`src/rtl/pic_pkg.sv`:
```
// Shared definitions for the vectored interrupt controller: SPR offsets and FSM states.
package pic_pkg;

  localparam int unsigned PICOFS_MSB = 2;
  localparam int unsigned PICOFS_LSB = 0;

  localparam logic [2:0] PIC_OFS_PICMR  = 3'd0;
  localparam logic [2:0] PIC_OFS_PICSR  = 3'd1;
  localparam logic [2:0] PIC_OFS_PICTR  = 3'd2;
  localparam logic [2:0] PIC_OFS_PICID  = 3'd3;
  localparam logic [2:0] PIC_OFS_PICEOI = 3'd4;

  typedef enum logic [1:0] {
    IDLE = 2'd0,
    REQ  = 2'd1,
    SERV = 2'd2
  } pic_state_e;

endpackage

```
`src/rtl/pic_prio_enc.sv`:
```
// Combinational priority encoder: index of the lowest set bit plus a valid flag.
module pic_prio_enc #(
  parameter int unsigned NUM_INTS = 32,
  parameter int unsigned ID_W     = 5
) (
  input  logic [NUM_INTS-1:0] vec,
  output logic [ID_W-1:0]     idx,
  output logic                valid
);

  always_comb begin
    idx   = '0;
    valid = |vec;
    // Scan downwards so the lowest set index is the last one written.
    for (int unsigned i = NUM_INTS; i > 0; i--) begin
      if (vec[i-1]) idx = ID_W'(i - 1);
    end
  end

endmodule

```
`src/rtl/pic_vec.sv`:
```
// Vectored interrupt controller on the SPR bus with ack/EOI handshake.
// Define PIC_SYNC_EN to pass pic_int through a 2-flop synchronizer.
module pic_vec
  import pic_pkg::*;
#(
  parameter int unsigned NUM_INTS = 32,
  parameter int unsigned ID_W     = 5
) (
  input  logic                clock,
  input  logic                reset,
  input  logic                spr_cs,
  input  logic                spr_write,
  input  logic [31:0]         spr_addr,
  input  logic [31:0]         spr_dat_i,
  output logic [31:0]         spr_dat_o,
  input  logic [NUM_INTS-1:0] pic_int,
  input  logic                irq_ack,
  output logic                irq2core,
  output logic [ID_W-1:0]     irq_id,
  output logic                pic_wakeup
);

  logic [NUM_INTS-1:0] pic_src;

`ifdef PIC_SYNC_EN
  logic [NUM_INTS-1:0] sync1, sync2;
  always_ff @(posedge clock or posedge reset) begin
    if (reset) begin
      sync1 <= '0;
      sync2 <= '0;
    end else begin
      sync1 <= pic_int;
      sync2 <= sync1;
    end
  end
  assign pic_src = sync2;
`else
  assign pic_src = pic_int;
`endif

  logic [NUM_INTS-1:2] picmr_hi, pictr_hi;
  logic [NUM_INTS-1:0] picsr, int_d, mask, trig, event_v, clr, pend, id_onehot;
  logic [2:0]          ofs;
  logic                wr, wr_mr, wr_sr, wr_tr, wr_eoi;
  logic                pend_id, ack_clr, enc_valid;
  logic [ID_W-1:0]     enc_idx, id_nx;
  pic_state_e          state, state_nx;
  logic                unused;

  assign unused = ^{spr_addr[31:PICOFS_MSB+1], spr_dat_i};

  // Sources 0/1 are hard-wired unmaskable and level-triggered.
  assign mask = {picmr_hi, 2'b11};
  assign trig = {pictr_hi, 2'b00};

  assign ofs    = spr_addr[PICOFS_MSB:PICOFS_LSB];
  assign wr     = spr_cs & spr_write;
  assign wr_mr  = wr && (ofs == PIC_OFS_PICMR);
  assign wr_sr  = wr && (ofs == PIC_OFS_PICSR);
  assign wr_tr  = wr && (ofs == PIC_OFS_PICTR);
  assign wr_eoi = wr && (ofs == PIC_OFS_PICEOI);

  assign event_v    = mask & pic_src & (~trig | ~int_d);
  assign pend       = picsr & mask;
  assign pic_wakeup = |pend;
  assign id_onehot  = {{(NUM_INTS-1){1'b0}}, 1'b1} << irq_id;
  assign pend_id    = |(pend & id_onehot);
  assign clr        = (wr_sr ? spr_dat_i[NUM_INTS-1:0] : '0) | (ack_clr ? id_onehot : '0);
  assign irq2core   = (state == REQ);

  pic_prio_enc #(.NUM_INTS(NUM_INTS), .ID_W(ID_W)) u_enc (
    .vec   (pend),
    .idx   (enc_idx),
    .valid (enc_valid)
  );

  always_comb begin
    state_nx = state;
    id_nx    = irq_id;
    ack_clr  = 1'b0;
    case (state)
      IDLE: if (enc_valid) begin
        state_nx = REQ;
        id_nx    = enc_idx;
      end
      REQ: if (irq_ack) begin
        state_nx = SERV;
        ack_clr  = |(trig & id_onehot);
      end else if (!pend_id) begin
        state_nx = IDLE;
      end
      SERV: if (wr_eoi) state_nx = IDLE;
      default: state_nx = IDLE;
    endcase
  end

  always_ff @(posedge clock or posedge reset) begin
    if (reset) begin
      picmr_hi <= '0;
      pictr_hi <= '0;
      picsr    <= '0;
      int_d    <= '0;
      state    <= IDLE;
      irq_id   <= '0;
    end else begin
      if (wr_mr) picmr_hi <= spr_dat_i[NUM_INTS-1:2];
      if (wr_tr) pictr_hi <= spr_dat_i[NUM_INTS-1:2];
      picsr  <= (picsr & ~clr) | event_v;
      int_d  <= pic_src;
      state  <= state_nx;
      irq_id <= id_nx;
    end
  end

  always_comb begin
    spr_dat_o = '0;
    case (ofs)
      PIC_OFS_PICMR: spr_dat_o[NUM_INTS-1:0] = mask;
      PIC_OFS_PICSR: spr_dat_o[NUM_INTS-1:0] = picsr;
      PIC_OFS_PICTR: spr_dat_o[NUM_INTS-1:0] = trig;
      PIC_OFS_PICID: spr_dat_o[ID_W+1:0]     = {state, irq_id};
      default:       spr_dat_o = '0;
    endcase
  end

endmodule

```
`config.mk`:
```
export PLATFORM = sky130hd
export DESIGN_NAME = pic_vec
export DESIGN_NICKNAME = d
export VERILOG_FILES = /design/src/rtl/pic_pkg.sv /design/src/rtl/pic_prio_enc.sv /design/src/rtl/pic_vec.sv
export SDC_FILE = /design/constraint.sdc
export NUM_CORES = 1
export LEC_CHECK = 0
export BUFFER_PORTS_ARGS = -buffer_cell sky130_fd_sc_hd__buf_2
export CAP_MARGIN = 20
export CELL_PAD_IN_SITES_DETAIL_PLACEMENT = 0
export CELL_PAD_IN_SITES_GLOBAL_PLACEMENT = 1
export CORE_UTILIZATION = 40
export CTS_BUF_LIST = sky130_fd_sc_hd__clkbuf_4
export CTS_CLUSTER_SIZE = 28
export DETAILED_ROUTE_END_ITERATION = 10
export PLACE_DENSITY = 0.81
export SLEW_MARGIN = 10
export SYNTH_ARGS = -nofsm -noshare
export SYNTH_HDL_FRONTEND = slang
export SYNTH_HIERARCHICAL = 1
export SYNTH_SLANG_ARGS = --single-unit
```
`constraint.sdc`:
```
create_clock -name clock -period 3.9 [get_ports clock]
set_input_delay 0.195 -clock clock [delete_from_list [all_inputs] [get_ports clock]]
set_output_delay 0.195 -clock clock [all_outputs]
set_load 0.005 [all_outputs]
```
=== Word-level counts from Yosys, hierarchy flattened ===
Cells that the tools add are included.

* Bitwise gates (word level): 13
* Equal/unequal tests: 9
* Mux-type cells: 43
* Shift operators: 1
* Reductions and logical operators: 11

{| class="wikitable"
|+ Operator list
! kind !! number
|-
| AND 32 bit || 6
|-
| two-way mux 5 bit || 32
|-
| inverter 32 bit || 3
|-
| OR 32 bit || 3
|-
| OR reduction 32 bit || 3
|-
| case mux 25 bit (3 select lines) || 1
|-
| two-way mux 32 bit || 2
|-
| left shift 1 x 5 -> 32 bit (first input constant) || 1
|-
| case mux 7 bit (4 select lines) || 1
|-
| two-way mux 2 bit || 4
|-
| equality test 3 x 2 -> 1 bit (second input constant) || 2
|-
| case mux 2 bit (3 select lines) || 1
|-
| logical AND 1 bit || 4
|-
| != test 2 bit (second input constant) || 2
|-
| equality test 3 x 1 -> 1 bit (second input constant) || 1
|-
| equality test 3 bit (second input constant) || 1
|-
| logical NOT 3 bit || 1
|-
| != test 3 bit (second input constant) || 1
|-
| AND reduction 3 bit || 1
|-
| equality test 2 x 1 -> 1 bit (second input constant) || 1
|-
| equality test 2 bit (second input constant) || 1
|-
| logical NOT 2 bit || 1
|-
| two-way mux 1 bit || 2
|-
| AND reduction 2 bit || 1
|-
| AND 1 bit || 1
|}

* Logic and storage cells: 83
* Flip-flop bits (word level): 131
* Input bits: 101
* Output and inout bits: 39

=== Logic depth before layout (Yosys ltp) ===
* Word-level depth: 33
* Gate-level depth with buffers: 11
* Gate-level depth less buffers: 11

=== Cells and area by module ===
The synthesis kept the hierarchy.

{| class="wikitable"
|+ By module, submodules not included
! module !! area an instance (µm²) !! instances !! sequential area each (µm²) !! cells an instance
|-
| pic_vec || 6875.3 || 1 || 3228.1 || 710
|-
| pic_prio_enc || 385.4 || 1 || 0.0 || 65
|}

=== Worst setup path before layout ===
OpenSTA, ideal clock, no wires.

* Path type: register to register
* Start point: register picmr_hi[19] (netlist bit)
* End point: register state[0]
* Arrival time: 2.026 ns
* Buffers on the path: 0
* Stages on the path, launching flop included: 10
* Library setup time: 0.131 ns
* Period minus slack after synthesis: 2.157 ns
* Required time: 3.769 ns
* Setup slack: 1.743 ns
* Path through: dfrtp_1 -> and2_1 -> or4_4 -> nor3_2 -> nand4_1 -> nor3b_1 -> a21oi_1 -> o2111ai_1 -> nor4_1 -> a21oi_1

* Elaborated cells on any way between the ends: 7
* Those cells by class: eq/ne (2); bitwise (2); reduce/logical (3)

{| class="wikitable"
|+ RTL lines
! item !! line !! source
|-
| from (decl) || pic_vec.sv:41 || <nowiki>logic [NUM_INTS-1:2] picmr_hi, pictr_hi;</nowiki>
|-
| from (signal assigned) || pic_vec.sv:106 || <nowiki>if (wr_mr) picmr_hi <= spr_dat_i[NUM_INTS-1:2];</nowiki>
|-
| AND 32 bit || pic_vec.sv:64 || <nowiki>assign pend = picsr & mask;</nowiki>
|-
| named net pend[19] || pic_vec.sv:42 || <nowiki>logic [NUM_INTS-1:0] picsr, int_d, mask, trig, event_v, clr, pend, id_onehot;</nowiki>
|-
| OR reduction 32 bit || pic_prio_enc.sv:13 || <nowiki>valid = |vec;</nowiki>
|-
| named net enc_valid || pic_vec.sv:45 || <nowiki>logic pend_id, ack_clr, enc_valid;</nowiki>
|-
| != test 2 bit (no source line) || - ||
|-
| AND reduction 3 bit (no source line) || - ||
|-
| to (signal assigned) || pic_vec.sv:110 || <nowiki>state <= state_nx;</nowiki>
|-
| to (decl) || pic_vec.sv:47 || <nowiki>pic_state_e state, state_nx;</nowiki>
|}

The timed path passes the listed nets, and every way through them passes these cells.
A chain may end at the register's enable or synchronous reset.

=== Worst setup path in the final report ===
* Start point: register irq_id[2]
* End point: register picsr[8]

* Word-level cells in the longest chain between the ends: 10

{| class="wikitable"
|+ Ends and longest elaborated chain
! item !! line !! source
|-
| from (decl) || pic_vec.sv:19 || <nowiki>output logic [ID_W-1:0] irq_id,</nowiki>
|-
| from (signal assigned) || pic_vec.sv:111 || <nowiki>irq_id <= id_nx;</nowiki>
|-
| left shift 1 x 5 -> 32 bit (*) || pic_vec.sv:66 || <nowiki>assign id_onehot = {{(NUM_INTS-1){1'b0}}, 1'b1} << irq_id;</nowiki>
|-
| AND 32 bit || pic_vec.sv:88 || <nowiki>ack_clr = |(trig & id_onehot);</nowiki>
|-
| OR reduction 32 bit || pic_vec.sv:88 ||
|-
| two-way mux 1 bit || pic_vec.sv:86 || <nowiki>REQ: if (irq_ack) begin</nowiki>
|-
| two-way mux 1 bit || pic_vec.sv:81 || <nowiki>case (state)</nowiki>
|-
| two-way mux 32 bit (*) || pic_vec.sv:68 || <nowiki>assign clr = (wr_sr ? spr_dat_i[NUM_INTS-1:0] : '0) | (ack_clr ? id_onehot : '0);</nowiki>
|-
| OR 32 bit (*) || pic_vec.sv:68 ||
|-
| inverter 32 bit (*) || pic_vec.sv:108 || <nowiki>picsr <= (picsr & ~clr) | event_v;</nowiki>
|-
| AND 32 bit (*) || pic_vec.sv:108 ||
|-
| OR 32 bit (*) || pic_vec.sv:108 ||
|-
| to (signal assigned) || pic_vec.sv:108 ||
|-
| to (decl) || pic_vec.sv:42 ||
|}

Mark *: on every way between the ends. The rest lies on a longest branch, timed or not.

==> results.md <==
- Worst R2R Path Depth: 6
- Initial antenna violation count: 1
- Fmax: approximately 340 MHz
- Skew-Pair Late Insertion Delay: between 0.5 and 0.6 ns
- Final Hold Viols: 0
- Peak supply drop: between 200 and 300 uV
- Drt wl/cell: ~20 um
- TritonCTS clock tree: yes
- Detailed-route via count: a little under 7000
- CP delay by family, top: simple AND/OR/NAND/NOR gates
- Net count after synthesis: just under 900
- Critical path's slowest cell: dfrtp_1
- Detailed placement HPWL: 16800 um
- Core Area: 17500 um^2
- Final net count: 1052
- Top cell type's share of synthesized area: approximately 44%
- Critical setup path kind: flop to flop
- Worst setup EP type: flop
- Vias per inst: between 5 and 6
- Final setup violating endpoints: 0
- First DRT Iteration DRCs: 540
- Worst min path class: input port to flop
- Mean Syn Cell Area: approximately 9.4 um^2
- Critical path arrival: 3.37 ns
- WL final: roughly 24000 um
- Seq cells post-synth: about 130
- Initial Utilization: roughly two fifths
- # DRC: 0
- Worst slew margin relative to its limit: about a third
- Most frequent cell after synthesis: dfrtp_1
- Post-synth ARST share: 100%
- Yosys cell types: roughly 60
- Post-CTS resize count: 0
- Cell Area, Synth: a little over 7000 um^2
- Reg clk slew, reported paths: between 0.1 and 0.15 ns
- Setup crit start kind: flop
- Worst flop-to-flop path endpoint: picsr[8]$_DFF_PP0_
- Die Ht: roughly 140 um
- FP Rows: 48
- Crit Reg-Reg Startpoint: irq_id[2]$_DFFE_PP0P_
- Post-layout min period: about 3 ns
- Largest stage delay on the critical path: about 0.70 ns
- Ys flop type: dfrtp_1
- Post-CTS Repair Setup Buffers: 0
- Maximum clock path buffer count: 2
- Port buffer count: 110
- IO Count: 140
- Sequential share of the synthesized area: roughly 44%
- Max-slew violations: 0
- Status: complete, no violations
- Clock root cell: clkbuf_4
- Top post-synthesis cells by area: dfrtp_1 44%, mux2_2 9.3%, nand2_1 5.0%, a21oi_1 4.8%, nor2_1 4.2%
- RSZ-0062 raised after global routing: false
- Endpoint, Worst Hold: int_d[11]$_DFF_PP0_
- Layout cell share with drive strength beyond 1: between 20% and 30%
- GRT Util Overall: roughly 27%
- Number of synthesized flops with an enable pin: 0
- Critical Path RT: about 4.3 ns
- Crit-path max FO: 21
- Cts hold-fix bufs: 66
- First-pass GRT wire length: around 37000 um
- Buffer and inverter count on the worst path: 0
- Drt first pass iters: 5
- Worst slew pin tran: 0.978 ns
- Final worst setup slack: ~0.94 ns
- Syn Inst Count: 775
- Maximum number of pins on one net before global-route repair: between 70 and 80
- Lkg Pwr: between 0.003 and 0.004 uW
- Commonest cells post-synth: 129 x dfrtp_1, 97 x nand2_1, 82 x nor2_1
- Cell Count, Final, Fillers Out: around 1200
- Dpl ws: between 1 and 1.5 ns
- Max-cap viol count: 0
- Syn-to-layout area delta: 23.9%
- R2R setup slack: ~0.94 ns
- Critical path cell sequence: nand2b_1, or3_1, and3_1, nand4_4, a211o_1, a31oi_1
- Final Cycle Share: 75.9%
- CTS Buf Count: 17
- Hold Path Depth: 2
- Power density cells: ~410 nW/um^2
- Gpl congestion: ~0.99
- Vias in the first global route: 6705
- Clk_skew: approximately 0.023 ns
- Synth warn: 6
- Die Span X: about 140 um
- CTS Sinks: ~130
- Total gr overflow: 0
- Final Util: approximately half
- Setup TNS: 0 ns
- CTS H-tree depth: 4
- Placed Cells: 1091
- Post-synth top area cell: dfrtp_1
- Routed Antenna Nets: 0
- Min-delay src: pic_int[11]
- Die ar.: between 15000 and 20000 um^2
-- logic make-up after synthesis --
family / Yosys count / share of synthesized area, %
AO/OA/AOI/OAI: 173 / 15.4
buffers and inverters: 68 / 4.24
flip-flops: 129 / 44.5
multiplexers: 95 / 15.0
AND/OR/NAND/NOR: 310 / 20.9
-- metal layers --
metal  vias to the layer above  track usage, %  routed length (um)
met2                       289            42.3               11100
met5                         -               0                   0
met1                      3362            36.1               10500
met3                        50            6.63                1720
met4                         0            11.7                 774
li1                       3166               -                   -
-- flip-flops by register name, summed over array words and instances, names as in the netlist --
name,flops
int_d,30
irq_id,5
picmr_hi,30
picsr,32
pictr_hi,30
state,2
-- through the flow --
stage | power [uW] | instance area, um^2 | hold slack, ns
finish | 3720 | 8990 | 0.271
global route | 3940 | 8990 | 0.235
CTS | 3730 | 8990 | 0.241
detailed placement | 2820 | 8070 | 0.320
global placement | 2810 | 8070 | 0.318
floorplan | 2430 | 7260 | 0.226
-- layout make-up --
class,instances,area (um^2)
fill,1682,8540
multi-input combinational,578,3740
sequential,129,3230
timing repair buffer,198,1380
tap,225,282
clock buffer,19,143
clock inverter,13,115
inverter,27,104
antenna,1,2.50
-- where the power goes --
group / leakage, uW / internal [uW] / switching, uW
combinational: 0.00223 / 488 / 594
sequential: 0.00147 / 1550 / 237
clock: 0.000126 / 327 / 528
-- worst max path at each step --
stage,end,slack (ns),from,cells after the start
after global routing,state[0]$_DFFE_PP0P_,0.67,picmr_hi[26]$_DFFE_PP0P_,11
after global placement,picsr[9]$_DFF_PP0_,1.04,irq_id[0]$_DFFE_PP0P_,6
final,picsr[8]$_DFF_PP0_,0.94,irq_id[2]$_DFFE_PP0P_,6
after detailed placement,state[0]$_DFFE_PP0P_,1.03,picmr_hi[26]$_DFFE_PP0P_,11
after floorplan,int_d[10]$_DFF_PP0_,0.26,reset,1
after CTS,state[0]$_DFFE_PP0P_,1.0,picmr_hi[26]$_DFFE_PP0P_,11
-- placed cells by master (no fill, tap or decap), types with 19 or more instances in the layout --
cell / n
clkbuf_4: 19
a21oi_1: 70
dfrtp_1: 129
inv_1: 25
mux2i_1: 30
nand2_1: 97
a31oi_1: 23
nor3_1: 20
nor2_1: 82
mux2_2: 60
buf_2: 110
dlygate4sd3_1: 66
buf_4: 22
nand3_1: 24
and2_1: 21
Power figures use the tool's default switching activity.
